===== config.mk =====
export PLATFORM = sky130hd
export DESIGN_NAME = u_xmit_arb
export DESIGN_NICKNAME = d
export VERILOG_FILES = /design/src/rtl/u_xmit_arb.sv
export SDC_FILE = /design/constraint.sdc
export NUM_CORES = 1
export LEC_CHECK = 0
export ABC_AREA = 1
export BUFFER_PORTS_ARGS = -buffer_cell sky130_fd_sc_hd__buf_2
export CAP_MARGIN = 20
export CORE_MARGIN = 2
export CORE_UTILIZATION = 45
export CTS_BUF_LIST = sky130_fd_sc_hd__clkbuf_8 sky130_fd_sc_hd__clkbuf_16
export CTS_CLUSTER_DIAMETER = 200
export DETAILED_ROUTE_END_ITERATION = 10
export GPL_ROUTABILITY_DRIVEN = 0
export HOLD_SLACK_MARGIN = 0.08
export MAX_ROUTING_LAYER = met4
export PLACE_DENSITY = 0.73
export SYNTH_ARGS = -nofsm -noshare
export SYNTH_HDL_FRONTEND = slang
export SYNTH_SLANG_ARGS = --single-unit

===== constraint.sdc =====
create_clock -name sys_clk -period 2.2 [get_ports sys_clk]
set_input_delay 0.11 -clock sys_clk [delete_from_list [all_inputs] [get_ports sys_clk]]
set_output_delay 0.11 -clock sys_clk [all_outputs]
set_load 0.01 [all_outputs]

===== src/rtl/u_xmit_arb.sv =====
// Round-robin arbiter that shares one UART transmitter among NUM_REQ byte sources.
// Optional BUSY watchdog enabled by defining UART_ARB_TIMEOUT_EN.
module u_xmit_arb #(
    parameter int unsigned NUM_REQ     = 4,
    parameter int unsigned ID_W        = 2,
    parameter int unsigned TIMEOUT_CYC = 4096
) (
    input  logic                 sys_clk,
    input  logic                 sys_rst_l,
    input  logic [NUM_REQ-1:0]   reqH,
    input  logic [NUM_REQ*8-1:0] req_dataH,
    output logic [NUM_REQ-1:0]   gntH,
    output logic                 xmitH,
    output logic [7:0]           xmit_dataH,
    input  logic                 xmit_doneH,
    output logic                 arb_busyH,
    output logic [ID_W-1:0]      arb_ownerH,
    output logic                 timeoutH
);

    typedef enum logic [1:0] {
        ST_IDLE,
        ST_START,
        ST_BUSY
    } state_t;

    state_t               state_q, state_d;
    logic [NUM_REQ-1:0]   gnt_q, gnt_d;
    logic                 xmit_q, xmit_d;
    logic [7:0]           data_q, data_d;
    logic                 busy_q, busy_d;
    logic [ID_W-1:0]      owner_q, owner_d;
    logic [ID_W-1:0]      last_q, last_d;
    logic                 timeout_q, timeout_d;

    logic                 win_found;
    logic [ID_W-1:0]      win_idx;
    logic [7:0]           win_byte;
    logic [NUM_REQ-1:0]   win_gnt;

`ifdef UART_ARB_TIMEOUT_EN
    localparam int unsigned CNT_W = 16;
    logic [CNT_W-1:0]     cnt_q, cnt_d;
`else
    logic                 unused_timeout_cfg;
    assign unused_timeout_cfg = ^32'(TIMEOUT_CYC);
`endif

    // Winner search: indices above last first, then wrap to indices up to last.
    always_comb begin
        win_found = 1'b0;
        win_idx   = last_q;
        win_byte  = 8'h00;
        win_gnt   = '0;
        for (int i = 0; i < int'(NUM_REQ); i++) begin
            if (!win_found && reqH[i] && (ID_W'(i) > last_q)) begin
                win_found  = 1'b1;
                win_idx    = ID_W'(i);
                win_byte   = req_dataH[8*i +: 8];
                win_gnt[i] = 1'b1;
            end
        end
        for (int i = 0; i < int'(NUM_REQ); i++) begin
            if (!win_found && reqH[i] && (ID_W'(i) <= last_q)) begin
                win_found  = 1'b1;
                win_idx    = ID_W'(i);
                win_byte   = req_dataH[8*i +: 8];
                win_gnt[i] = 1'b1;
            end
        end
    end

    // Next-state and registered-output logic; pulses default low, data/owner hold.
    always_comb begin
        state_d   = state_q;
        gnt_d     = '0;
        xmit_d    = 1'b0;
        timeout_d = 1'b0;
        data_d    = data_q;
        busy_d    = busy_q;
        owner_d   = owner_q;
        last_d    = last_q;
`ifdef UART_ARB_TIMEOUT_EN
        cnt_d     = cnt_q;
`endif
        unique case (state_q)
            ST_IDLE: begin
                if (win_found) begin
                    data_d  = win_byte;
                    owner_d = win_idx;
                    last_d  = win_idx;
                    gnt_d   = win_gnt;
                    xmit_d  = 1'b1;
                    busy_d  = 1'b1;
                    state_d = ST_START;
                end
            end
            ST_START: begin
`ifdef UART_ARB_TIMEOUT_EN
                cnt_d   = '0;
`endif
                state_d = ST_BUSY;
            end
            ST_BUSY: begin
                if (xmit_doneH) begin
                    busy_d  = 1'b0;
                    state_d = ST_IDLE;
`ifdef UART_ARB_TIMEOUT_EN
                end else if (cnt_q == CNT_W'(TIMEOUT_CYC - 1)) begin
                    busy_d    = 1'b0;
                    timeout_d = 1'b1;
                    state_d   = ST_IDLE;
                end else begin
                    cnt_d = cnt_q + CNT_W'(1);
`endif
                end
            end
            default: begin
                busy_d  = 1'b0;
                state_d = ST_IDLE;
            end
        endcase
    end

    always_ff @(posedge sys_clk or negedge sys_rst_l) begin
        if (!sys_rst_l) begin
            state_q   <= ST_IDLE;
            gnt_q     <= '0;
            xmit_q    <= 1'b0;
            data_q    <= 8'h00;
            busy_q    <= 1'b0;
            owner_q   <= '0;
            last_q    <= ID_W'(NUM_REQ - 1);
            timeout_q <= 1'b0;
`ifdef UART_ARB_TIMEOUT_EN
            cnt_q     <= '0;
`endif
        end else begin
            state_q   <= state_d;
            gnt_q     <= gnt_d;
            xmit_q    <= xmit_d;
            data_q    <= data_d;
            busy_q    <= busy_d;
            owner_q   <= owner_d;
            last_q    <= last_d;
            timeout_q <= timeout_d;
`ifdef UART_ARB_TIMEOUT_EN
            cnt_q     <= cnt_d;
`endif
        end
    end

    assign gntH       = gnt_q;
    assign xmitH      = xmit_q;
    assign xmit_dataH = data_q;
    assign arb_busyH  = busy_q;
    assign arb_ownerH = owner_q;
    assign timeoutH   = timeout_q;

endmodule


==> impl_metrics.csv <==
group,metric,value,unit
clocking,cts_made_buffers,3,
clocking,cts_buffer_depth,2,
logic_synthesis,syn_inst,212,
cells_and_area,nets,305,
clocking,htreeDepth,1,
cells_and_area,final_common_cell,"buf_2",
setup_path,worstPathRequired,2.38,ns
placed_design,portBuffers,54,
timing,period_share,88.6,%
detailed_routing,final_antenna_net_count,0,
setup_path,cp-start-kind,"register",
clocking,clkLatencyLatePin,0.25,ns
global_routing,grt_util_all_layers,21.1,%
logic_synthesis,synthDistinctLibCells,27,
clocking,tritoncts,"done",
floorplan,die_x,60.4,µm
global_routing,grt_start_max_net_pins,21,
placed_design,placed_cell_area,1690,µm²
placed_design,dpl.cell_count,304,
global_routing,grt_pass1_wl,5770,µm
logic_synthesis,syn-num-nets,251,
cells_and_area,num-fill-cells,308,
timing,slew_viol_final,0,
job,max_cap_viol_count,0,
placed_design,dp_hpwl,2680,µm
timing,hold_violations,0,
floorplan,rows,20,
logic_synthesis,avgSynthCellArea,6.75,µm²
detailed_routing,drc,0,
cells_and_area,drive_gt1_share,29.1,%
setup_path,cp-end-kind,"register",
detailed_routing,routedWlPerCell,11.0,µm
detailed_routing,viasPerCell,4.73,
timing,setup_tns,0,ns
clocking,root_buffer,"clkbuf_8",
logic_synthesis,syn-cell-area,1430,µm²
cells_and_area,multi_input_area,733,µm²
hold_path,hold_class,"in2reg",
power_and_ir_drop,ir_drop,0.328,mV
power_and_ir_drop,power.density,1080,nW/µm²
floorplan,coreArea,3030,µm²
power_and_ir_drop,power.total,1890,µW
detailed_routing,drt-pass1-iter-count,4,
global_routing,overflow,0,
timing,rsz0062_at_grt,"no",
floorplan,die_area,3650,µm²
detailed_routing,drt_iter0_markers,68,
clocking,holdBufCountCts,1,
clocking,clk_pin_slew,0.07,ns
global_routing,antenna_found_initial,0,
setup_path,crit_fanout,20,
cells_and_area,design_area,1750,µm²
cells_and_area,register_area,503,µm²
clocking,cts_num_sinks,20,
setup_path,arrival,2.13,ns
timing,fmax,513,MHz
cells_and_area,area_delta_synth_final,22.1,%
setup_path,worst-setup-path-type,"reg2reg",
cells_and_area,fin_cells,309,
global_routing,grt_pass1_vias,1292,
timing,period_needed,1.95,ns
detailed_routing,vias,1461,
floorplan,start_util,47.3,%
logic_synthesis,ys_warn_count,0,
floorplan,io-pin-count,56,
timing,finalSetupViolCount,0,
detailed_routing,detail_route.wirelength,3410,µm
clocking,ctsResizeCount,0,
cells_and_area,diodes,0,
timing,skew,0.00247,ns
clocking,cts_setup_buffers,0,
cells_and_area,final_cell_mix,"54 x buf_2, 53 x nand2_1, 38 x nor2_1",
power_and_ir_drop,leakagePower,0.00100,µW
floorplan,die_h,60.4,µm
logic_synthesis,synth-seq-cells,20,
setup_path,ff2ff_setup_slack,0.25,ns
outcome,status,"completed",
logic_synthesis,yosysSeqAreaShare,35.1,%
[per-layer routing]
layer	routed length, µm	up-vias	GRT usage (%)
met1	1670	618	31.1
met5	0	-	-
met4	39	0	7.30
met3	256	4	0.213
met2	1450	74	31.5
li1	-	765	-
[report_power, final]
| group | total (µW) | switching, µW | internal [µW] |
|---|---|---|---|
| Sequential | 620 | 75.2 | 544 |
| Combinational | 1040 | 647 | 396 |
| Clock | 230 | 106 | 124 |
| Total | 1890 | 828 | 1060 |
[final cells by class]
class / count / share of cell area [%]
multi-input cells: 154 / 41.9
flip-flops and latches: 20 / 28.8
repair buffers: 58 / 17.3
inverters: 29 / 6.23
well taps: 44 / 3.15
clock buffers: 3 / 2.36
clock inverters: 1 / 0.215
[Yosys cell counts (all sizes together)]
cell type / number / share of area (%)
inv: 28 / 7.3
o21ai: 12 / 5.0
dfstp: 2 / 3.7
clkinv: 1 / 0.26
buf: 8 / 5.8
nand2: 56 / 15
clkbuf: 1 / 0.26
and3: 1 / 0.52
o21a: 1 / 0.52
dfrtp: 18 / 31
nand4: 2 / 1.9
nor2: 41 / 11
o211ai: 1 / 0.52
nor3: 3 / 1.0
nand3: 32 / 13
conb: 1 / 0.26
a21oi: 4 / 2.2
[state kept, by name, summed over array words and instances, names as in the netlist]
name	count
last_q	2
arb_busyH	1
xmitH	1
arb_ownerH	2
gntH	4
xmit_dataH	8
state_q	2
[path summary, 6_finish.rpt]
path | start | depth (start not counted) | endpoint
max in group asynchronous | sys_rst_l | 2 | last_q[1]
min reg2reg | xmit_dataH[4] | 2 | xmit_dataH[4]
max reg2reg | last_q[1] | 11 | last_q[0]
min in group asynchronous | sys_rst_l | 2 | arb_ownerH[1]
min | xmit_doneH | 3 | state_q[1]
max | last_q[1] | 11 | last_q[0]
[worst max-delay path: stages, from the launching register on]
cell	delay, ns
dfstp_2	0.54
nor2_1	0.05
nand2_2	0.06
buf_4	0.21
nand4_1	0.42
o211ai_1	0.23
nand2_1	0.07
nand2_1	0.06
nand2_1	0.05
inv_1	0.04
nand2_1	0.06
o21ai_1	0.09
[kinds of logic after synthesis]
group | share of synthesized area, %
and+or+nand+nor | 42.7
AOI/OAI and AO/OA | 8.22
DFF | 35.1
buffers and inverters | 13.6
other | 0.262
[metrics by stage]
step | hold WS (ns) | worst slack, ns | utilization, %
after floorplan | -0.186 | 0.613 | -
after global placement | 0.0744 | 0.296 | 55.9
after detailed placement | 0.0724 | 0.280 | 55.9
after CTS | 0.120 | 0.262 | 57.7
after global routing | 0.169 | 0.0559 | 57.7
final | 0.122 | 0.250 | 57.7
(Power assumes the default switching activity.)
